`config.mk`:
```
export PLATFORM = sky130hd
export DESIGN_NAME = color_classifier_seq
export DESIGN_NICKNAME = d
export VERILOG_FILES = /design/src/rtl/color_pkg.sv /design/src/rtl/color_accumulator.sv /design/src/rtl/color_classifier_seq.sv
export SDC_FILE = /design/constraint.sdc
export NUM_CORES = 1
export LEC_CHECK = 0
export CORE_UTILIZATION = 55
export DETAILED_ROUTE_END_ITERATION = 10
export HOLD_SLACK_MARGIN = 0.05
export PLACE_DENSITY = 0.76
export SETUP_SLACK_MARGIN = 0.4
export SYNTH_ARGS = -nofsm -noshare
export SYNTH_HDL_FRONTEND = slang
export SYNTH_SLANG_ARGS = --single-unit
```
`constraint.sdc`:
```
create_clock -name clk -period 11.5 [get_ports clk]
set_clock_uncertainty 0.05 [all_clocks]
set_input_delay 2.3 -clock clk [delete_from_list [all_inputs] [get_ports clk]]
set_output_delay 2.3 -clock clk [all_outputs]
set_load 0.005 [all_outputs]
```
`src/rtl/color_pkg.sv`:
```
// Shared definitions for the colour classifier: classification codes, their
// ASCII representation and the sequencer state encoding.
package color_pkg;

  typedef enum logic [1:0] {
    ST_ACCUM    = 2'd0,
    ST_CLASSIFY = 2'd1,
    ST_EMIT     = 2'd2
  } state_t;

  localparam logic [1:0] CODE_UNDEF = 2'b00;
  localparam logic [1:0] CODE_RED   = 2'b01;
  localparam logic [1:0] CODE_GREEN = 2'b10;
  localparam logic [1:0] CODE_BLUE  = 2'b11;

  localparam logic [7:0] ASCII_X = 8'h58;
  localparam logic [7:0] ASCII_R = 8'h52;
  localparam logic [7:0] ASCII_G = 8'h47;
  localparam logic [7:0] ASCII_B = 8'h42;

  function automatic logic [7:0] code_to_ascii(input logic [1:0] code);
    logic [7:0] a;
    case (code)
      CODE_RED:   a = ASCII_R;
      CODE_GREEN: a = ASCII_G;
      CODE_BLUE:  a = ASCII_B;
      default:    a = ASCII_X;
    endcase
    return a;
  endfunction

endpackage

```
`src/rtl/color_accumulator.sv`:
```
// Single-channel sample accumulator.
//   clk, rst  : clock, asynchronous active-high reset
//   accept    : a sample is taken this edge
//   last      : the accepted sample completes the group; accumulator clears
//   din       : channel sample
//   sum_next  : running sum including din (valid to capture on the last edge)
module color_accumulator #(
  parameter int DATA_W   = 16,
  parameter int AVG_LOG2 = 2
) (
  input  logic                         clk,
  input  logic                         rst,
  input  logic                         accept,
  input  logic                         last,
  input  logic [DATA_W-1:0]            din,
  output logic [DATA_W+AVG_LOG2-1:0]   sum_next
);
  import color_pkg::*;

  localparam int ACC_W = DATA_W + AVG_LOG2;

  logic [ACC_W-1:0] acc;

  // ACC_W holds 2^AVG_LOG2 full-scale samples, so this cannot overflow.
  assign sum_next = acc + ACC_W'(din);

  always_ff @(posedge clk or posedge rst) begin
    if (rst) begin
      acc <= '0;
    end else if (accept) begin
      acc <= last ? '0 : sum_next;
    end
  end

endmodule

```
`src/rtl/color_classifier_seq.sv`:
```
// Averages 2^AVG_LOG2 RGB samples, classifies the dominant colour, emits the
// code and its ASCII letter, and counts new objects per colour.
//   clk, rst                 : clock, asynchronous active-high reset
//   sample_valid/ready       : sample handshake (ready only while accumulating)
//   red, green, blue         : channel samples
//   clear_counts             : synchronous clear of the object counters
//   color_code, code_valid   : last classification, one-cycle pulse when new
//   ascii_color/valid/ready  : ASCII letter of the code with handshake
//   cnt_red/green/blue       : saturating per-colour object counters
module color_classifier_seq #(
  parameter int DATA_W   = 16,
  parameter int AVG_LOG2 = 2,
  parameter int MARGIN   = 32,
  parameter int CNT_W    = 8
) (
  input  logic              clk,
  input  logic              rst,
  input  logic              sample_valid,
  output logic              sample_ready,
  input  logic [DATA_W-1:0] red,
  input  logic [DATA_W-1:0] green,
  input  logic [DATA_W-1:0] blue,
  input  logic              clear_counts,
  output logic [1:0]        color_code,
  output logic              code_valid,
  output logic [7:0]        ascii_color,
  output logic              ascii_valid,
  input  logic              ascii_ready,
  output logic [CNT_W-1:0]  cnt_red,
  output logic [CNT_W-1:0]  cnt_green,
  output logic [CNT_W-1:0]  cnt_blue
);
  import color_pkg::*;

  localparam int ACC_W = DATA_W + AVG_LOG2;
  localparam int N     = 1 << AVG_LOG2;
  localparam int SC_W  = AVG_LOG2 + 1;
  localparam int CMP_W = DATA_W + 1;

  state_t            state, state_nxt;
  logic [SC_W-1:0]   sample_cnt;
  logic              accept, last;
  logic [ACC_W-1:0]  nxt_r, nxt_g, nxt_b;
  logic [ACC_W-1:0]  sum_r, sum_g, sum_b;
  logic [DATA_W-1:0] avg_r, avg_g, avg_b;
  logic [CMP_W-1:0]  ext_r, ext_g, ext_b;
  logic [1:0]        class_code;
  logic              new_obj;

  assign sample_ready = (state == ST_ACCUM);
  assign accept       = sample_valid & sample_ready;
  assign last         = (sample_cnt == SC_W'(N - 1));

  color_accumulator #(.DATA_W(DATA_W), .AVG_LOG2(AVG_LOG2)) u_acc_red (
    .clk(clk), .rst(rst), .accept(accept), .last(last), .din(red), .sum_next(nxt_r)
  );
  color_accumulator #(.DATA_W(DATA_W), .AVG_LOG2(AVG_LOG2)) u_acc_green (
    .clk(clk), .rst(rst), .accept(accept), .last(last), .din(green), .sum_next(nxt_g)
  );
  color_accumulator #(.DATA_W(DATA_W), .AVG_LOG2(AVG_LOG2)) u_acc_blue (
    .clk(clk), .rst(rst), .accept(accept), .last(last), .din(blue), .sum_next(nxt_b)
  );

  // Sample counter and capture of the completed group sums.
  always_ff @(posedge clk or posedge rst) begin
    if (rst) begin
      sample_cnt <= '0;
      sum_r      <= '0;
      sum_g      <= '0;
      sum_b      <= '0;
    end else if (accept) begin
      if (last) begin
        sample_cnt <= '0;
        sum_r      <= nxt_r;
        sum_g      <= nxt_g;
        sum_b      <= nxt_b;
      end else begin
        sample_cnt <= sample_cnt + 1'b1;
      end
    end
  end

  // Averages widened by one bit so adding MARGIN never wraps.
  always_comb begin
    avg_r = DATA_W'(sum_r >> AVG_LOG2);
    avg_g = DATA_W'(sum_g >> AVG_LOG2);
    avg_b = DATA_W'(sum_b >> AVG_LOG2);
    ext_r = {1'b0, avg_r};
    ext_g = {1'b0, avg_g};
    ext_b = {1'b0, avg_b};
    class_code = CODE_UNDEF;
    if ((ext_r > ext_g + CMP_W'(MARGIN)) && (ext_r > ext_b + CMP_W'(MARGIN)))
      class_code = CODE_RED;
    else if ((ext_g > ext_r + CMP_W'(MARGIN)) && (ext_g > ext_b + CMP_W'(MARGIN)))
      class_code = CODE_GREEN;
    else if ((ext_b > ext_r + CMP_W'(MARGIN)) && (ext_b > ext_g + CMP_W'(MARGIN)))
      class_code = CODE_BLUE;
  end

  always_ff @(posedge clk or posedge rst) begin
    if (rst) state <= ST_ACCUM;
    else     state <= state_nxt;
  end

  always_comb begin
    state_nxt = state;
    case (state)
      ST_ACCUM:    if (accept && last) state_nxt = ST_CLASSIFY;
      ST_CLASSIFY: state_nxt = ST_EMIT;
      ST_EMIT:     if (ascii_ready) state_nxt = ST_ACCUM;
      default:     state_nxt = ST_ACCUM;
    endcase
  end

  // color_code doubles as the previous registered code for object detection.
  always_ff @(posedge clk or posedge rst) begin
    if (rst) begin
      color_code  <= CODE_UNDEF;
      ascii_color <= ASCII_X;
      code_valid  <= 1'b0;
      ascii_valid <= 1'b0;
    end else begin
      code_valid <= 1'b0;
      if (state == ST_CLASSIFY) begin
        color_code  <= class_code;
        ascii_color <= code_to_ascii(class_code);
        code_valid  <= 1'b1;
        ascii_valid <= 1'b1;
      end else if (state == ST_EMIT && ascii_ready) begin
        ascii_valid <= 1'b0;
      end
    end
  end

  assign new_obj = (state == ST_CLASSIFY) && (class_code != CODE_UNDEF) &&
                   (class_code != color_code);

  always_ff @(posedge clk or posedge rst) begin
    if (rst) begin
      cnt_red   <= '0;
      cnt_green <= '0;
      cnt_blue  <= '0;
    end else if (clear_counts) begin
      cnt_red   <= '0;
      cnt_green <= '0;
      cnt_blue  <= '0;
    end else if (new_obj) begin
      case (class_code)
        CODE_RED:   if (cnt_red   != '1) cnt_red   <= cnt_red   + 1'b1;
        CODE_GREEN: if (cnt_green != '1) cnt_green <= cnt_green + 1'b1;
        CODE_BLUE:  if (cnt_blue  != '1) cnt_blue  <= cnt_blue  + 1'b1;
        default: ;
      endcase
    end
  end

endmodule

```
==> results.json, run 1 <==
{
  "finalPower_mw": 3.80,
  "seq_power_share_pct": 26.1,
  "worstReg2RegStart": "sum_g[12]",
  "synth_compound_area_share_pct": 20.3,
  "synth_xor_area_share_pct": 6.77,
  "reg2reg_setup_slack_ps": 6750,
  "grt_pass1_vias": 9432,
  "nets": 1514,
  "post_cts.repair.setup_buffers": 0,
  "initial_core_util_pct": 56.9,
  "fp-row-count": 51,
  "via_count": 9881,
  "fp.dieW_um": 145,
  "dpl.cell_count": 1574,
  "first_pass_iters": 5,
  "ctsResizeCount": 0,
  "io_buffers": 86,
  "yosysWarnings": 0,
  "cp.arrival_ps": 5450,
  "seq_area_frac_synth_pct": 30.9,
  "clk_path_buf_depth": 2,
  "routabilityCongestion": 0.922,
  "peakVddDrop_mv": 0.149,
  "dp_hpwl_mm": 21.5,
  "pwr-share-comb_pct": 59.4,
  "min_path_type": "flip-flop to flip-flop",
  "vias_per_cell": 6.15,
  "drive_gt1_share_pct": 4.92,
  "grt_pass1_wl_mm": 47.7,
  "ant_nets": 0,
  "synth_ff_type": "dfrtp_1",
  "post-route-min-period_ps": 5210,
  "hold_violations": 0,
  "rsz0062_at_grt": "no",
  "htree_num_levels": 4,
  "synth_fa_ha_area_share_pct": 15.3,
  "required_ps": 11740,
  "finalNonFillerCells": 1606,
  "synth_enable_flop_cells": 0,
  "cts.sinks": 139,
  "ioPinCount": 90,
  "outcome": "complete, no violations",
  "grt-ovfl-total": 0,
  "end_kind": "flip-flop",
  "hold-path-endpoint": "sample_cnt[1]",
  "swShare_pct": 47.6,
  "leakagePower_nw": 5.77,
  "hold_depth": 2,
  "max_slew_margin_pct": 28.8,
  "switchingPower_mw": 1.81,
  "syn_avg_cell_area_um2": 8.86,
  "muxShareOfSynthArea_pct": 2.01,
  "wirelength_mm": 28.6,
  "clock_latency_ps": 430,
  "pwr_density_cell_mw_per_mm2": 296,
  "drc_errors": 0,
  "yosys.area_share.simple_pct": 20.5,
  "worstSetupStartpointType": "primary input",
  "clockPowerShare_pct": 14.5,
  "grt_max_degree": 94,
  "worst-slew-pin-transition_ps": 1040,
  "antennaDiodeCount": 0,
  "fin_util_pct": 65.0,
  "timing.final.crit_share_pct": 45.3,
  "rr_endpoint": "cnt_blue[4]",
  "r2r.worst_path.cells": 13,
  "nFillCells": 1683,
  "setup_viol": 0,
  "setup-tns-final_ps": 0,
  "die_h_um": 145,
  "die-area_mm2": 0.0210,
  "ys_types": 77,
  "cts.hold.buffers_added": 0,
  "antenna_found_initial": 0,
  "p_int_mw": 1.99,
  "synth_top_family_by_area": "simple AND/OR/NAND/NOR gates",
  "min_from": "sample_cnt[1]",
  "design.core.area_mm2": 0.0198,
  "path_class": "primary input to flip-flop",
  "syn_inst": 1270,
  "cap_violations": 0,
  "area_delta_synth_final_pct": 14.3,
  "clkSlewWorstSetupHoldPaths_ps": 60,
  "slew_violations": 0,
  "cts_tree": "built",
  "fmax_mhz": 192,
  "critPathMaxFanout": 3,
  "numCtsBuffers": 17,
  "netlist_area_mm2": 0.0112,
  "cts_root_buffer": "clkbuf_16",
  "synth_async_sr_flop_share_pct": 100,
  "yosys_register_bits": 139,
  "drtIter0Drc": 729,
  "grtUsageTotal_pct": 27.8,
  "wire_per_inst_um": 17.8
}
worst max-delay path, stage by stage:
cell and delay [ps]:
clkdlybuf4s50_1 430, ha_1 310, a21o_1 170, a21oi_1 270
o21ai_0 190, a2111oi_0 670, o31ai_1 240, o21a_1 230
o31ai_1 360, xor2_1 200, o21ai_1 70
how the worst max path moves through the flow:
stage | from | endpoint | slack [ps] | cells past startpoint
floorplan | rst | ascii_color[1] | 5430 | 1
global placement | blue[1] | sum_b[17] | 5950 | 11
detailed placement | blue[1] | sum_b[17] | 5930 | 11
CTS | blue[1] | sum_b[17] | 6320 | 11
global route | blue[1] | sum_b[17] | 6080 | 11
finish | blue[1] | sum_b[17] | 6290 | 11
per-layer routing:
metal  share of wire (%)  track usage (%)  up-vias
li1                    -                -     4792
met3                 4.6             3.74       54
met4                 2.7             10.2        0
met5                   0                0        -
met1                  46             38.2     4749
met2                  46             44.8      286
synth_stat cells, types with 10 or more instances:
library cell	number	area [um^2]
xor2_1	24	210
nand3_1	41	205
a31oi_1	14	87.6
clkbuf_1	35	131
o21a_1	22	165
and3_1	23	144
dfrtp_1	137	3430
nor2b_1	23	144
mux2_1	11	124
o31ai_1	12	90.1
ha_1	130	1630
a21oi_1	58	290
nor4_1	12	75.1
or3_1	12	75.1
nor2_1	61	229
nand4_1	25	156
and4_1	10	87.6
nand2_1	145	544
o21ai_0	77	385
nand2b_1	21	131
xnor2_1	45	394
a22o_1	39	342
buf_2	14	70.1
and2_1	15	93.8
a211oi_1	15	113
nor3_1	24	120
inv_1	58	218
a21o_1	11	82.6
placed cells by master (no fill, tap or decap), types with 23 or more instances in the layout:
master	count
nand2_1	144
dfrtp_1	137
ha_1	130
clkdlybuf4s50_1	85
o21ai_0	77
nor2_1	61
inv_1	57
a21oi_1	57
xnor2_1	45
nand3_1	41
a22o_1	39
nand4_1	25
nor3_1	24
xor2_1	24
nor2b_1	23
and3_1	23
flip-flops by register name, indices dropped and copies added (netlist names):
name / flops
ascii_color: 4
u_acc_green.acc: 18
state: 2
sum_g: 16
code_valid: 1
sum_r: 16
u_acc_red.acc: 18
cnt_green: 8
sum_b: 16
sample_cnt: 3
color_code: 2
cnt_red: 8
ascii_valid: 1
u_acc_blue.acc: 18
cnt_blue: 8
kinds of logic after synthesis:
group                    Yosys count
AO/OA/AOI/OAI                    337
XOR/XNOR                          76
adder cells (fa/ha/maj)          137
buffers and inverters            113
flip-flops                       139
multiplexers                      21
other                              2
AND/OR/NAND/NOR                  445
stage by stage:
| stage | hold slack (ps) | setup slack (ps) | cell area, um^2 |
|---|---|---|---|
| after detailed placement | 417 | 5930 | 12300 |
| after global placement | 412 | 5950 | 12300 |
| final | 427 | 6290 | 12900 |
| after global routing | 454 | 6080 | 12900 |
| after floorplan | 400 | 5430 | 11300 |
| after CTS | 433 | 6320 | 12900 |
power groups by stage:
| stage | registers, mW | clock network, mW | logic, mW |
|---|---|---|---|
| final | 0.991 | 0.551 | 2.26 |
| after CTS | 0.983 | 0.558 | 2.24 |
| after global placement | 0.982 | 0 | 2.17 |
| after floorplan | 0.835 | 0 | 1.77 |
| after global routing | 1.02 | 0.579 | 2.52 |
| after detailed placement | 0.987 | 0 | 2.22 |
cell type report:
type	instances	area (um^2)	area share, %
tap	265	332	2.58
clock buffer	18	439	3.42
sequential	139	3480	27.1
inverter	58	223	1.73
clock inverter	14	146	1.14
multi-input combinational	1019	7330	57.0
timing repair buffer	93	908	7.06
Note: power is estimated with default switching activity, not from simulation.
==> inputs of run 2 (changes only) <==
- clock period: 11.5 -> 5.2 ns (I/O delays scaled with it)
==> results.json, run 2 (synthesized netlist as in run 1, its figures left out) <==
{
  "finalPower_mw": 8.47,
  "pwr_density_cell_mw_per_mm2": 656,
  "antennaDiodeCount": 0,
  "path_class": "flip-flop to flip-flop",
  "cts_tree": "built",
  "finalNonFillerCells": 1609,
  "nets": 1518,
  "grtUsageTotal_pct": 27.6,
  "area_delta_synth_final_pct": 14.8,
  "cp.arrival_ps": 4650,
  "final_common_cell": "nand2_1",
  "drive_gt1_share_pct": 5.06,
  "dpl.cell_count": 1578,
  "setup-tns-final_ps": 0,
  "critPathMaxFanout": 21,
  "peakVddDrop_mv": 0.415,
  "critical-path-slowest-cell": "dfrtp_1",
  "ioPinCount": 90,
  "most-common-layout-cells": "nand2_1 (144), dfrtp_1 (137), ha_1 (130)",
  "crit_top_cell": "nand4_1",
  "grt_pass1_vias": 9498,
  "first_pass_iters": 5,
  "cp_top_family": "compound AO/OA/AOI/OAI gates",
  "numCtsBuffers": 17,
  "post-route-min-period_ps": 4360,
  "die-area_mm2": 0.0210,
  "design.core.area_mm2": 0.0198,
  "reg.largest.list": "u_acc_blue.acc x18, u_acc_green.acc x18, u_acc_red.acc x18",
  "reg2reg_setup_slack_ps": 840,
  "io_buffers": 86,
  "worstSetupStartpointType": "flip-flop",
  "ant_nets": 0,
  "clock_latency_ps": 430,
  "leakagePower_nw": 5.79,
  "nFillCells": 1660,
  "wirelength_mm": 28.6,
  "routabilityCongestion": 0.966,
  "grt_max_degree": 140,
  "antenna_found_initial": 0,
  "outcome": "complete, no violations",
  "hold_violations": 0,
  "dp_hpwl_mm": 21.2,
  "end_kind": "flip-flop",
  "register_area_mm2": 0.00348,
  "crit_buf_inv": 0,
  "fmax_mhz": 229,
  "required_ps": 5480,
  "post_cts.repair.setup_buffers": 0,
  "worst-slew-pin-transition_ps": 1290,
  "wire_per_inst_um": 17.8,
  "slew_violations": 0,
  "vias_per_cell": 6.16,
  "drc_errors": 0,
  "timing.final.crit_share_pct": 83.9,
  "via_count": 9911,
  "cp_cell_sequence": "nand4_1 > nor4_1 > xnor2_1 > ha_1 > o22ai_1 > a311oi_1 > o31a_1 > nand4_1 > a211oi_4 > o2111ai_1 > or3_1 > a21oi_1",
  "setup_viol": 0,
  "initial_core_util_pct": 56.9,
  "clkSlewWorstSetupHoldPaths_ps": 70,
  "rsz0062_at_grt": "no",
  "drtIter0Drc": 646,
  "cap_violations": 0,
  "die_h_um": 145,
  "clk_path_buf_depth": 2,
  "fp-row-count": 51,
  "grt-ovfl-total": 0,
  "min_path_type": "flip-flop to flip-flop",
  "cts.sinks": 139,
  "fp.dieW_um": 145,
  "max_slew_margin_pct": 13.5,
  "htree_num_levels": 4,
  "grt_pass1_wl_mm": 47.2,
  "cts_root_buffer": "clkbuf_16",
  "multi_input_area_mm2": 0.00733,
  "critPathMaxStageDelay_ps": 760
}
run 2: worst register-to-register path, cell delays in order, from the launching register on:
cell and delay [ps]:
dfrtp_1 760, nand4_1 370, nor4_1 430, xnor2_1 140
ha_1 330, o22ai_1 80, a311oi_1 260, o31a_1 170
nand4_1 130, a211oi_4 360, o2111ai_1 520, or3_1 520
a21oi_1 150
run 2: final cells by class:
type                    instances  share of cell area [%]
inverters                      58                    1.71
flip-flops and latches        139                    26.9
clock buffers                  18                    3.32
well taps                     265                    2.57
multi-input cells            1019                    56.8
repair buffers                 97                    7.40
clock inverters                13                    1.27
run 2: per-layer routing:
layer	up-vias	GRT usage (%)	share of wire [%]
met5	-	0	0
met4	0	10.6	2.8
met3	63	4.47	5.0
met2	293	45.0	47
met1	4765	36.7	45
li1	4790	-	-
run 2: worst paths after layout:
path,start,endpoint,cells past startpoint
setup / recovery,sum_g[12],cnt_red[7],12
hold / removal,u_acc_green.acc[13],u_acc_green.acc[13],2
setup reg to reg,sum_g[12],cnt_red[7],12
hold reg to reg,u_acc_green.acc[13],u_acc_green.acc[13],2
max in group asynchronous,rst,cnt_blue[7],3
min in group asynchronous,rst,sum_r[17],3
run 2: repair_timing:
action                                  CTS  global route
endpoints found under the setup margin    0             2
resized for setup                         0             1
hold buffers                              0             0
run 2: power by group:
group / internal, mW / switching [mW]
logic: 2.22 / 2.86
clock network: 0.757 / 0.508
registers: 1.52 / 0.603
total: 4.50 / 3.97
run 2: metrics by stage:
stage | util, % | setup slack, ps | area (um^2) | hold WS, ps
2_1_floorplan | - | 1650 | 11300 | 400
3_3_place_gp | 62.3 | 920 | 12300 | 412
3_5_place_dp | 62.3 | 678 | 12300 | 421
4_1_cts | 65.3 | 657 | 12900 | 437
5_1_grt | 65.3 | 568 | 12900 | 456
6_report | 65.3 | 835 | 12900 | 438
==> inputs of run 3 (changes only) <==
- CORE_UTILIZATION: 55 -> 54
- PLACE_DENSITY: 0.76 -> 0.78
- clock period: 5.2 -> 3.5 ns (I/O delays scaled with it)
==> results.json, run 3 (synthesized netlist as in run 1, its figures left out) <==
{
  "nFillCells": 1230,
  "max_slew_margin_pct": 36.0,
  "hold_violations": 0,
  "crit_top_cell": "buf_4",
  "slew_violations": 0,
  "post-route-min-period_ps": 3710,
  "leakagePower_nw": 7.01,
  "timing.final.crit_share_pct": 106,
  "drive_gt1_share_pct": 28.0,
  "seq_power_share_pct": 18.0,
  "antenna_found_initial": 0,
  "dpl.cell_count": 1722,
  "cp.arrival_ps": 3970,
  "path_class": "flip-flop to flip-flop",
  "nets": 1705,
  "pwr-share-comb_pct": 70.1,
  "final_common_cell": "buf_4",
  "antennaDiodeCount": 0,
  "hold_slack_ps": 447,
  "design.core.area_mm2": 0.0203,
  "fp-row-count": 52,
  "ioPinCount": 90,
  "drtIter0Drc": 961,
  "critPathMaxStageDelay_ps": 440,
  "clkSlewWorstSetupHoldPaths_ps": 60,
  "cap_violations": 0,
  "worst-slew-pin-transition_ps": 957,
  "first_pass_iters": 6,
  "clockPowerShare_pct": 11.8,
  "grt_max_degree": 49,
  "critical-path-slowest-cell": "dfrtp_2",
  "violations": "negative setup slack",
  "die_h_um": 146,
  "setup_viol": 21,
  "rsz0062_at_grt": "yes",
  "hold_depth": 2,
  "dp_hpwl_mm": 23.9,
  "rr_endpoint": "cnt_blue[4]",
  "grt-ovfl-total": 0,
  "htree_num_levels": 4,
  "cp_cell_sequence": "buf_4 > buf_4 > xnor2_4 > ha_4 > a2111oi_4 > o21ai_1 > o22ai_2 > a21oi_1 > o31ai_2 > a211oi_4 > buf_6 > a211o_4 > nor4_4 > mux2_4",
  "drc_errors": 0,
  "worstReg2RegStart": "sum_g[10]",
  "vias_per_cell": 6.27,
  "numCtsBuffers": 17,
  "cts_tree": "built",
  "cts.hold.buffers_added": 0,
  "area_delta_synth_final_pct": 39.3,
  "wirelength_mm": 36.6,
  "fmax_mhz": 270,
  "end_kind": "flip-flop",
  "worst_slack_ps": -207,
  "ant_nets": 0,
  "min_from": "u_acc_green.acc[15]",
  "critPathMaxFanout": 6,
  "die-area_mm2": 0.0214,
  "worstSetupStartpointType": "flip-flop",
  "grt_pass1_vias": 10700,
  "grtUsageTotal_pct": 31.4,
  "initial_core_util_pct": 55.4,
  "pwr_density_cell_mw_per_mm2": 1040,
  "hold-path-endpoint": "u_acc_green.acc[15]",
  "p_int_mw": 8.67,
  "most-common-layout-cells": "buf_4 (170), nand2_1 (137), dfrtp_1 (127)",
  "min_path_type": "flip-flop to flip-flop",
  "cts.sinks": 139,
  "r2r.worst_path.cells": 14,
  "outcome": "finished, violations left",
  "fp.dieW_um": 146,
  "reg2reg_setup_slack_ps": -210,
  "wire_per_inst_um": 20.3,
  "finalNonFillerCells": 1801,
  "peakVddDrop_mv": 0.706,
  "io_buffers": 86,
  "via_count": 11300,
  "swShare_pct": 46.6,
  "clock_latency_ps": 440,
  "register_area_mm2": 0.00349,
  "routabilityCongestion": 0.959,
  "grt_pass1_wl_mm": 54.0,
  "switchingPower_mw": 7.58,
  "clk_path_buf_depth": 2,
  "multi_input_area_mm2": 0.00850,
  "reg.largest.list": "u_acc_blue.acc x18, u_acc_green.acc x18, u_acc_red.acc x18",
  "required_ps": 3760,
  "dp_slack_ps": -610,
  "cts_root_buffer": "clkbuf_16"
}
[run 3: cell types whose count changed in the layout (fill, tap and decap cells not counted), sizes merged]
cell / change
buf: +187
clkdlybuf4s50: -8
dlymetal6s2s: +8
clkbuf: -1
inv: +1
[run 3: per-stage QoR]
stage                     util [%]  total power, mW  setup TNS [ps]  instance area [um^2]
final                         77.2             16.3           -1870                 15700
after CTS                     73.3             14.7           -15.3                 14900
after global placement        66.8             11.5           -8060                 13600
after detailed placement      66.8             11.8          -12280                 13600
after global routing          77.2             17.2           -4000                 15700
after floorplan                  -             8.73               0                 11400
[run 3: cell type report]
cell class | count | share of cell area (%)
sequential | 139 | 22.3
inverter | 58 | 1.41
clock inverter | 14 | 1.18
multi-input combinational | 1019 | 54.3
clock buffer | 17 | 2.71
timing repair buffer | 284 | 16.0
tap | 270 | 2.16
[run 3: routing by layer]
| layer | GRT usage (%) | up-vias | share of wire (%) |
|---|---|---|---|
| met5 | 0 | - | 0 |
| met4 | 13.7 | 0 | 5.3 |
| met3 | 4.34 | 171 | 5.5 |
| met2 | 52.6 | 493 | 49 |
| met1 | 40.4 | 5470 | 40 |
| li1 | - | 5166 | - |
[run 3: power by group through the flow]
stage	Clock (mW)	Sequential, mW	Combinational, mW
after floorplan	0	2.77	5.96
after global placement	0	2.84	8.66
after detailed placement	0	2.88	8.94
after CTS	1.93	2.88	9.90
after global routing	2.00	2.98	12.2
final	1.92	2.93	11.4
[run 3: what timing repair did]
action                     4_1_cts  5_1_grt
gates resized for setup        116      112
pin swaps                       61       85
buffers inserted                19       29
gates cloned                     0        0
setup endpoints to repair       41       57
[run 3: worst max-delay path by stage]
stage,slack (ps),depth (start not counted),startpoint,end
finish,-210,14,sum_g[10],cnt_blue[4]
global route,-280,16,sum_b[8],cnt_blue[4]
CTS,-10,18,sum_b[8],cnt_red[2]
detailed placement,-610,16,sum_b[7],cnt_blue[7]
global placement,-510,16,sum_b[7],cnt_blue[7]
floorplan,130,14,sum_g[9],cnt_blue[4]
[run 3: critical path: cells and delay by family, from the launching register on]
kind	cells	cell delay, ps
muxes	1	330
buffers and inverters	3	490
adders and majority gates	1	260
xor gates and xnor gates	1	240
AOI/OAI and AO/OA	7	1550
DFF	1	440
and+or+nand+nor	1	230
